File: src/rtl/ahb_pkg.sv
// Shared AHB-Lite definitions: transfer types, response codes and the
// state encoding of the integrated default slave.
package ahb_pkg;

    localparam logic [1:0] HTRANS_IDLE   = 2'b00;
    localparam logic [1:0] HTRANS_BUSY   = 2'b01;
    localparam logic [1:0] HTRANS_NONSEQ = 2'b10;
    localparam logic [1:0] HTRANS_SEQ    = 2'b11;

    localparam logic HRESP_OKAY  = 1'b0;
    localparam logic HRESP_ERROR = 1'b1;

    typedef enum logic [1:0] {
        DS_IDLE = 2'b00,
        DS_ERR1 = 2'b01,
        DS_ERR2 = 2'b10
    } ds_state_t;

endpackage

File: src/rtl/ahb_default_slave.sv
// Default slave for unmapped addresses: answers an active transfer with the
// two-cycle AHB ERROR response, and idle/busy transfers with zero-wait OKAY.
module ahb_default_slave
    import ahb_pkg::*;
(
    input  logic HCLK,
    input  logic HRESET,
    input  logic HREADY,
    input  logic dflt_req,
    output logic ds_hready,
    output logic ds_hresp
);

    ds_state_t state_reg;
    ds_state_t state_next;

    // A new unmapped NONSEQ/SEQ is only accepted when the bus is ready.
    logic capture_err;
    assign capture_err = HREADY && dflt_req;

    // State register; reset aborts any ERROR sequence in progress.
    always_ff @(posedge HCLK or posedge HRESET) begin
        if (HRESET) begin
            state_reg <= DS_IDLE;
        end else begin
            state_reg <= state_next;
        end
    end

    // Next state and response outputs; ERR2 may chain straight into ERR1.
    always_comb begin
        state_next = state_reg;
        ds_hready  = 1'b1;
        ds_hresp   = HRESP_OKAY;
        unique case (state_reg)
            DS_IDLE: begin
                if (capture_err) begin
                    state_next = DS_ERR1;
                end
            end
            DS_ERR1: begin
                ds_hready  = 1'b0;
                ds_hresp   = HRESP_ERROR;
                state_next = DS_ERR2;
            end
            DS_ERR2: begin
                ds_hresp   = HRESP_ERROR;
                state_next = capture_err ? DS_ERR1 : DS_IDLE;
            end
            default: begin
                state_next = DS_IDLE;
            end
        endcase
    end

endmodule

File: src/rtl/ahb_slave_resp_mux.sv
// AHB-Lite slave-to-master response multiplexer. The slave select is captured
// in the address phase and steers read data, response and ready during the
// data phase. Unmapped accesses are answered by an internal default slave.
module ahb_slave_resp_mux
    import ahb_pkg::*;
#(
    parameter int DATA_WIDTH = 32,
    parameter int N_SLAVES   = 4
) (
    input  logic                           HCLK,
    input  logic                           HRESET,
    input  logic [N_SLAVES-1:0]            HSEL,
    input  logic [1:0]                     HTRANS,
    input  logic [N_SLAVES*DATA_WIDTH-1:0] HRDATA_S,
    input  logic [N_SLAVES-1:0]            HRESP_S,
    input  logic [N_SLAVES-1:0]            HREADYOUT_S,
    output logic [DATA_WIDTH-1:0]          HRDATA,
    output logic                           HRESP,
    output logic                           HREADY,
    output logic                           MULTI_SEL
);

    localparam logic [N_SLAVES-1:0] ONE_VEC = {{(N_SLAVES-1){1'b0}}, 1'b1};

    logic [N_SLAVES-1:0]   dsel_reg;
    logic [N_SLAVES-1:0]   dsel_next;
    logic                  multi_sel_reg;
    logic                  multi_sel_next;
    logic [N_SLAVES-1:0]   hsel_lowest;
    logic                  hsel_multi;
    logic                  dflt_req;
    logic                  ds_hready;
    logic                  ds_hresp;
    logic                  data_sel;
    logic [DATA_WIDTH-1:0] rdata_chain [0:N_SLAVES];

    // Priority encode: isolate the lowest set bit; anything left over means
    // the decoder asserted more than one select.
    assign hsel_lowest = HSEL & (~HSEL + ONE_VEC);
    assign hsel_multi  = |(HSEL & (HSEL - ONE_VEC));
    assign dflt_req    = (HSEL == '0) && HTRANS[1];

    // Address-phase capture only when the current data phase completes.
    always_comb begin
        dsel_next      = dsel_reg;
        multi_sel_next = 1'b0;
        if (HREADY) begin
            dsel_next      = hsel_lowest;
            multi_sel_next = hsel_multi;
        end
    end

    // Data-phase select and multi-select pulse registers.
    always_ff @(posedge HCLK or posedge HRESET) begin
        if (HRESET) begin
            dsel_reg      <= '0;
            multi_sel_reg <= 1'b0;
        end else begin
            dsel_reg      <= dsel_next;
            multi_sel_reg <= multi_sel_next;
        end
    end

    // AND-OR read-data mux; dsel_reg is one-hot or zero so at most one term
    // contributes.
    assign rdata_chain[0] = '0;
    for (genvar gi = 0; gi < N_SLAVES; gi++) begin : g_rdata
        assign rdata_chain[gi+1] = rdata_chain[gi]
                                 | (HRDATA_S[gi*DATA_WIDTH +: DATA_WIDTH]
                                    & {DATA_WIDTH{dsel_reg[gi]}});
    end

    assign data_sel = |dsel_reg;

    ahb_default_slave u_default_slave (
        .HCLK      (HCLK),
        .HRESET    (HRESET),
        .HREADY    (HREADY),
        .dflt_req  (dflt_req),
        .ds_hready (ds_hready),
        .ds_hresp  (ds_hresp)
    );

    // Data-phase response steering: selected slave, else the default slave.
    always_comb begin
        HRDATA = '0;
        HRESP  = ds_hresp;
        HREADY = ds_hready;
        if (data_sel) begin
            HRDATA = rdata_chain[N_SLAVES];
            HRESP  = |(dsel_reg & HRESP_S);
            HREADY = |(dsel_reg & HREADYOUT_S);
        end
    end

    assign MULTI_SEL = multi_sel_reg;

endmodule

File: config.mk
export PLATFORM = sky130hd
export DESIGN_NAME = ahb_slave_resp_mux
export DESIGN_NICKNAME = d
export VERILOG_FILES = /design/src/rtl/ahb_pkg.sv /design/src/rtl/ahb_default_slave.sv /design/src/rtl/ahb_slave_resp_mux.sv
export SDC_FILE = /design/constraint.sdc
export NUM_CORES = 1
export LEC_CHECK = 0
export ABC_AREA = 1
export BUFFER_PORTS_ARGS = -buffer_cell sky130_fd_sc_hd__clkbuf_2
export CORE_MARGIN = 3
export CORE_UTILIZATION = 28
export DETAILED_ROUTE_END_ITERATION = 10
export PLACE_DENSITY = 0.85
export SETUP_SLACK_MARGIN = 0.5
export SLEW_MARGIN = 10
export SYNTH_ARGS = -nofsm -noshare
export SYNTH_HDL_FRONTEND = slang
export SYNTH_SLANG_ARGS = --single-unit
File: constraint.sdc
create_clock -name HCLK -period 1.2 [get_ports HCLK]
set_clock_uncertainty 0.1 [all_clocks]
set_input_delay 0.12 -clock HCLK [delete_from_list [all_inputs] [get_ports HCLK]]
set_output_delay 0.12 -clock HCLK [all_outputs]
set_load 0.01 [all_outputs]
==> out/qor.yml <==
synthesis:
  fraction_of_the_yosys_area_taken_by_sequential_cells_pct: 13.4
  number_of_different_library_cells_in_the_post_synthesis_netlist: 19
  synth.net_count: 391
  yosys_register_bits: 7
  synth.avg_cell_area_um2: 5.41
  netlist.top_cell.by_area: "nand2_1"
  synth_top_area_share_pct: 42.2
  syn-instance-count: 242
  yosysWarnings: 0
  synthesis.area_mm2: 0.00131
  netlist_top_cells_area: "nand2_1 42%, nand4_1 15%, dfrtp_1 13%"
sta:
  final.period_utilization_pct: 121
  period_minus_slack_ns: 1.45
  report.final.hold_viol_count: 7
  rsz0062_at_grt: "true"
  finalMaxSlewViolations: 0
  hold-worst-slack_ns: -0.305
  timing.slew.headroom_pct: 82.2
  fin_setup_tns_ns: -8.11
  fmaxAchievable_mhz: 690
  actual_slew_at_the_worst_max_slew_pin_ns: 0.266
  setup_ws_ns: -0.248
  final_setup_fails: 41
run:
  cap_violations: 0
clock_network:
  clkSinkCount: 7
  tritoncts: "done"
  cts.path.max_buffers: 2
  clock_tree.root_cell: "clkbuf_8"
  clkLatencyLatePin_ns: 0.23
  cts_made_buffers: 3
  clk_pin_slew_worst_paths_ns: 0.04
  cts.htree.levels: 1
routing:
  first_pass_iters: 4
  drc_errors: 0
  final_antenna_net_count: 0
  drt-initial-drc-count: 84
  drt-vias-per-instance: 4.80
  detail_route.wirelength_mm: 6.02
  avgRoutedWirePerCell_um: 12.6
  vias: 2290
worst_setup_path:
  reg2reg_slack_ns: -0.24
  timing.reg2reg.worst_path_depth: 9
  crit_path_top_delay_cell: "dfrtp_2"
  critical_path_cell_by_cell: "nand2_2 > nand2_2 > nor2_4 > nand2_4 > buf_6"
  crit_family: "flip-flops"
  path_class: "flop to primary output"
  critPathLaunch: "dsel_reg[0]$_DFFE_PP0P_"
  critical-path-top-cell-by-count: "nand2_2"
  path_depth: 5
  start_kind: "flop"
  crit_path_max_fanout: 5
  worst_setup_path_end_kind: "primary output"
  critical_path_arrival_ns: 1.23
  timing.critical_path.buf_inv: 1
  slowest_stage_delay_on_critical_path_ns: 0.47
  critPathRequiredTime_ns: 0.98
  rr_startpoint: "dsel_reg[0]$_DFFE_PP0P_"
die:
  coreArea_mm2: 0.00444
  die-width_um: 74.4
  die_height_um: 74.4
  num_rows: 24
  top_level_ports: 179
  fp.dieArea_mm2: 0.00553
  floorplan.initialDensity_pct: 29.4
power_and_ir_drop:
  switchingPower_mw: 2.28
  internal-power_mw: 2.33
  swShare_pct: 49.4
  power.combinational.fraction_pct: 81.7
  worst_ir_drop_vdd_mv: 1.28
  leakage_nw: 1.44
  p_seq_share_pct: 11.0
  total_power_mw: 4.61
  relative_contribution_of_the_clock_network_to_total_power_pct: 7.3
  power.density_mw_per_mm2: 1860
finish:
  drive_gt1_share_pct: 53.2
  largest_register_ffs: 4
  area_growth_pct: 89.4
  insertedDiodeCount: 0
  final_net_count: 575
  fillCellCount: 441
  post_layout_nonfiller_instances: 477
grt:
  grt_pass1_vias: 1872
  grt_use_total_pct: 18.5
  grt_first_pass_wirelength_mm: 8.18
  grt_overflow: 0
  grt_antenna_before_repair: 0
  grt_max_degree: 22
place:
  placedCellCount: 468
  gp_congestion: 0.817
  dpl_worst_slack_ns: -0.110
  place.port_buffers: 177
  dp.final_hpwl_mm: 4.87
hold_path:
  holdCritPathClass: "primary input to async pin"
status:
  violations: "negative hold slack, negative setup slack"
  run_status: "finished, violations left"
## repair_timing
item | in CTS | in global routing
setup endpoints to repair | 42 | 42
gates resized for setup | 28 | 14
pin swaps | 6 | 5
setup buffers | 3 | 2
hold endpoints to repair | 7 | 7
## power groups by stage
stage / logic [mW] / registers, mW / clock network, mW
after floorplan: 2.20 / 0.400 / 0
after global placement: 3.22 / 0.458 / 0
after detailed placement: 3.28 / 0.462 / 0
after CTS: 3.63 / 0.503 / 0.344
after global routing: 4.10 / 0.528 / 0.357
final: 3.76 / 0.508 / 0.337
## synth_stat cells
cell type and instances:
nand3_1 9, o21ai_0 2, nand2_1 147, nand4_1 32, o21a_1 1, a21oi_1 1, nor2_4 3, ha_1 5
nor2_2 1, clkbuf_1 8, nand3b_4 1, nor2_1 4, buf_2 4, nand2_2 2, buf_6 4, a221oi_1 1
inv_1 7, dfrtp_1 7, nand2_4 3
## area by class of cell
| type | instances | area [um^2] | share of cell area (%) |
|---|---|---|---|
| Timing Repair Buffer | 195 | 1090 | 44.2 |
| Multi-Input combinational cell | 212 | 1070 | 43.1 |
| Sequential cell | 7 | 180 | 7.27 |
| Tap cell | 52 | 65.1 | 2.62 |
| Clock buffer | 4 | 45.0 | 1.82 |
| Inverter | 7 | 26.3 | 1.06 |
## path summary, 6_finish.rpt
path | endpoint
max reg2reg | u_default_slave.state_reg[1]$_DFFE_PP0P_
min in group HCLK | dsel_reg[2]$_DFFE_PP0P_
max in group asynchronous | dsel_reg[2]$_DFFE_PP0P_
max | HREADY
min | dsel_reg[0]$_DFFE_PP0P_
min reg2reg | u_default_slave.state_reg[1]$_DFFE_PP0P_
## logic make-up (layout without fill, tap and decap cells)
logic type	after synthesis	count (layout)	synth area share, %
flops	7	7	13.4
buf+inv	23	206	9.27
compound gates	5	5	2.39
fa+ha+maj	5	5	4.78
simple gates	202	202	70.2
## cells in the final DEF, fill, tap and decap left out, types with 2 or more instances in the layout
master and count:
nand2_4 3, nand2_1 143, buf_4 9, buf_2 6
inv_1 5, buf_12 3, nand2_2 6, buf_8 2
nand4_1 32, ha_1 3, clkbuf_2 170, nor2_4 3
nand3_2 4, dfrtp_2 4, inv_2 2, clkbuf_8 3
dfrtp_1 3, nor2_1 4, buf_6 5, nand3_1 5
## metrics by stage
stage                     hold WS, ns  instance area [um^2]  util, %
after detailed placement      -0.0537                  2260     51.0
after global routing           -0.281                  2480     55.8
final                          -0.305                  2480     55.8
after floorplan                -0.177                  1390        -
after CTS                      -0.299                  2440     54.8
after global placement        -0.0706                  2260     51.0
## worst reg2reg max path, stage by stage (launching register included)
cell and delay, ns:
dfrtp_2 0.47, nand2_2 0.10, nand2_2 0.06, nor2_4 0.17
nand2_4 0.08, buf_8 0.14, nand2_4 0.07, nand2_2 0.04
nand2_1 0.05, nand2_1 0.05
## layer usage
| metal | global-route usage [%] | part of all wire, % |
|---|---|---|
| met3 | 2.84 | 7.9 |
| met2 | 34.5 | 53 |
| met5 | 0 | 0 |
| met4 | 6.92 | 2.2 |
| met1 | 21.0 | 37 |
(Power assumes the default switching activity.)
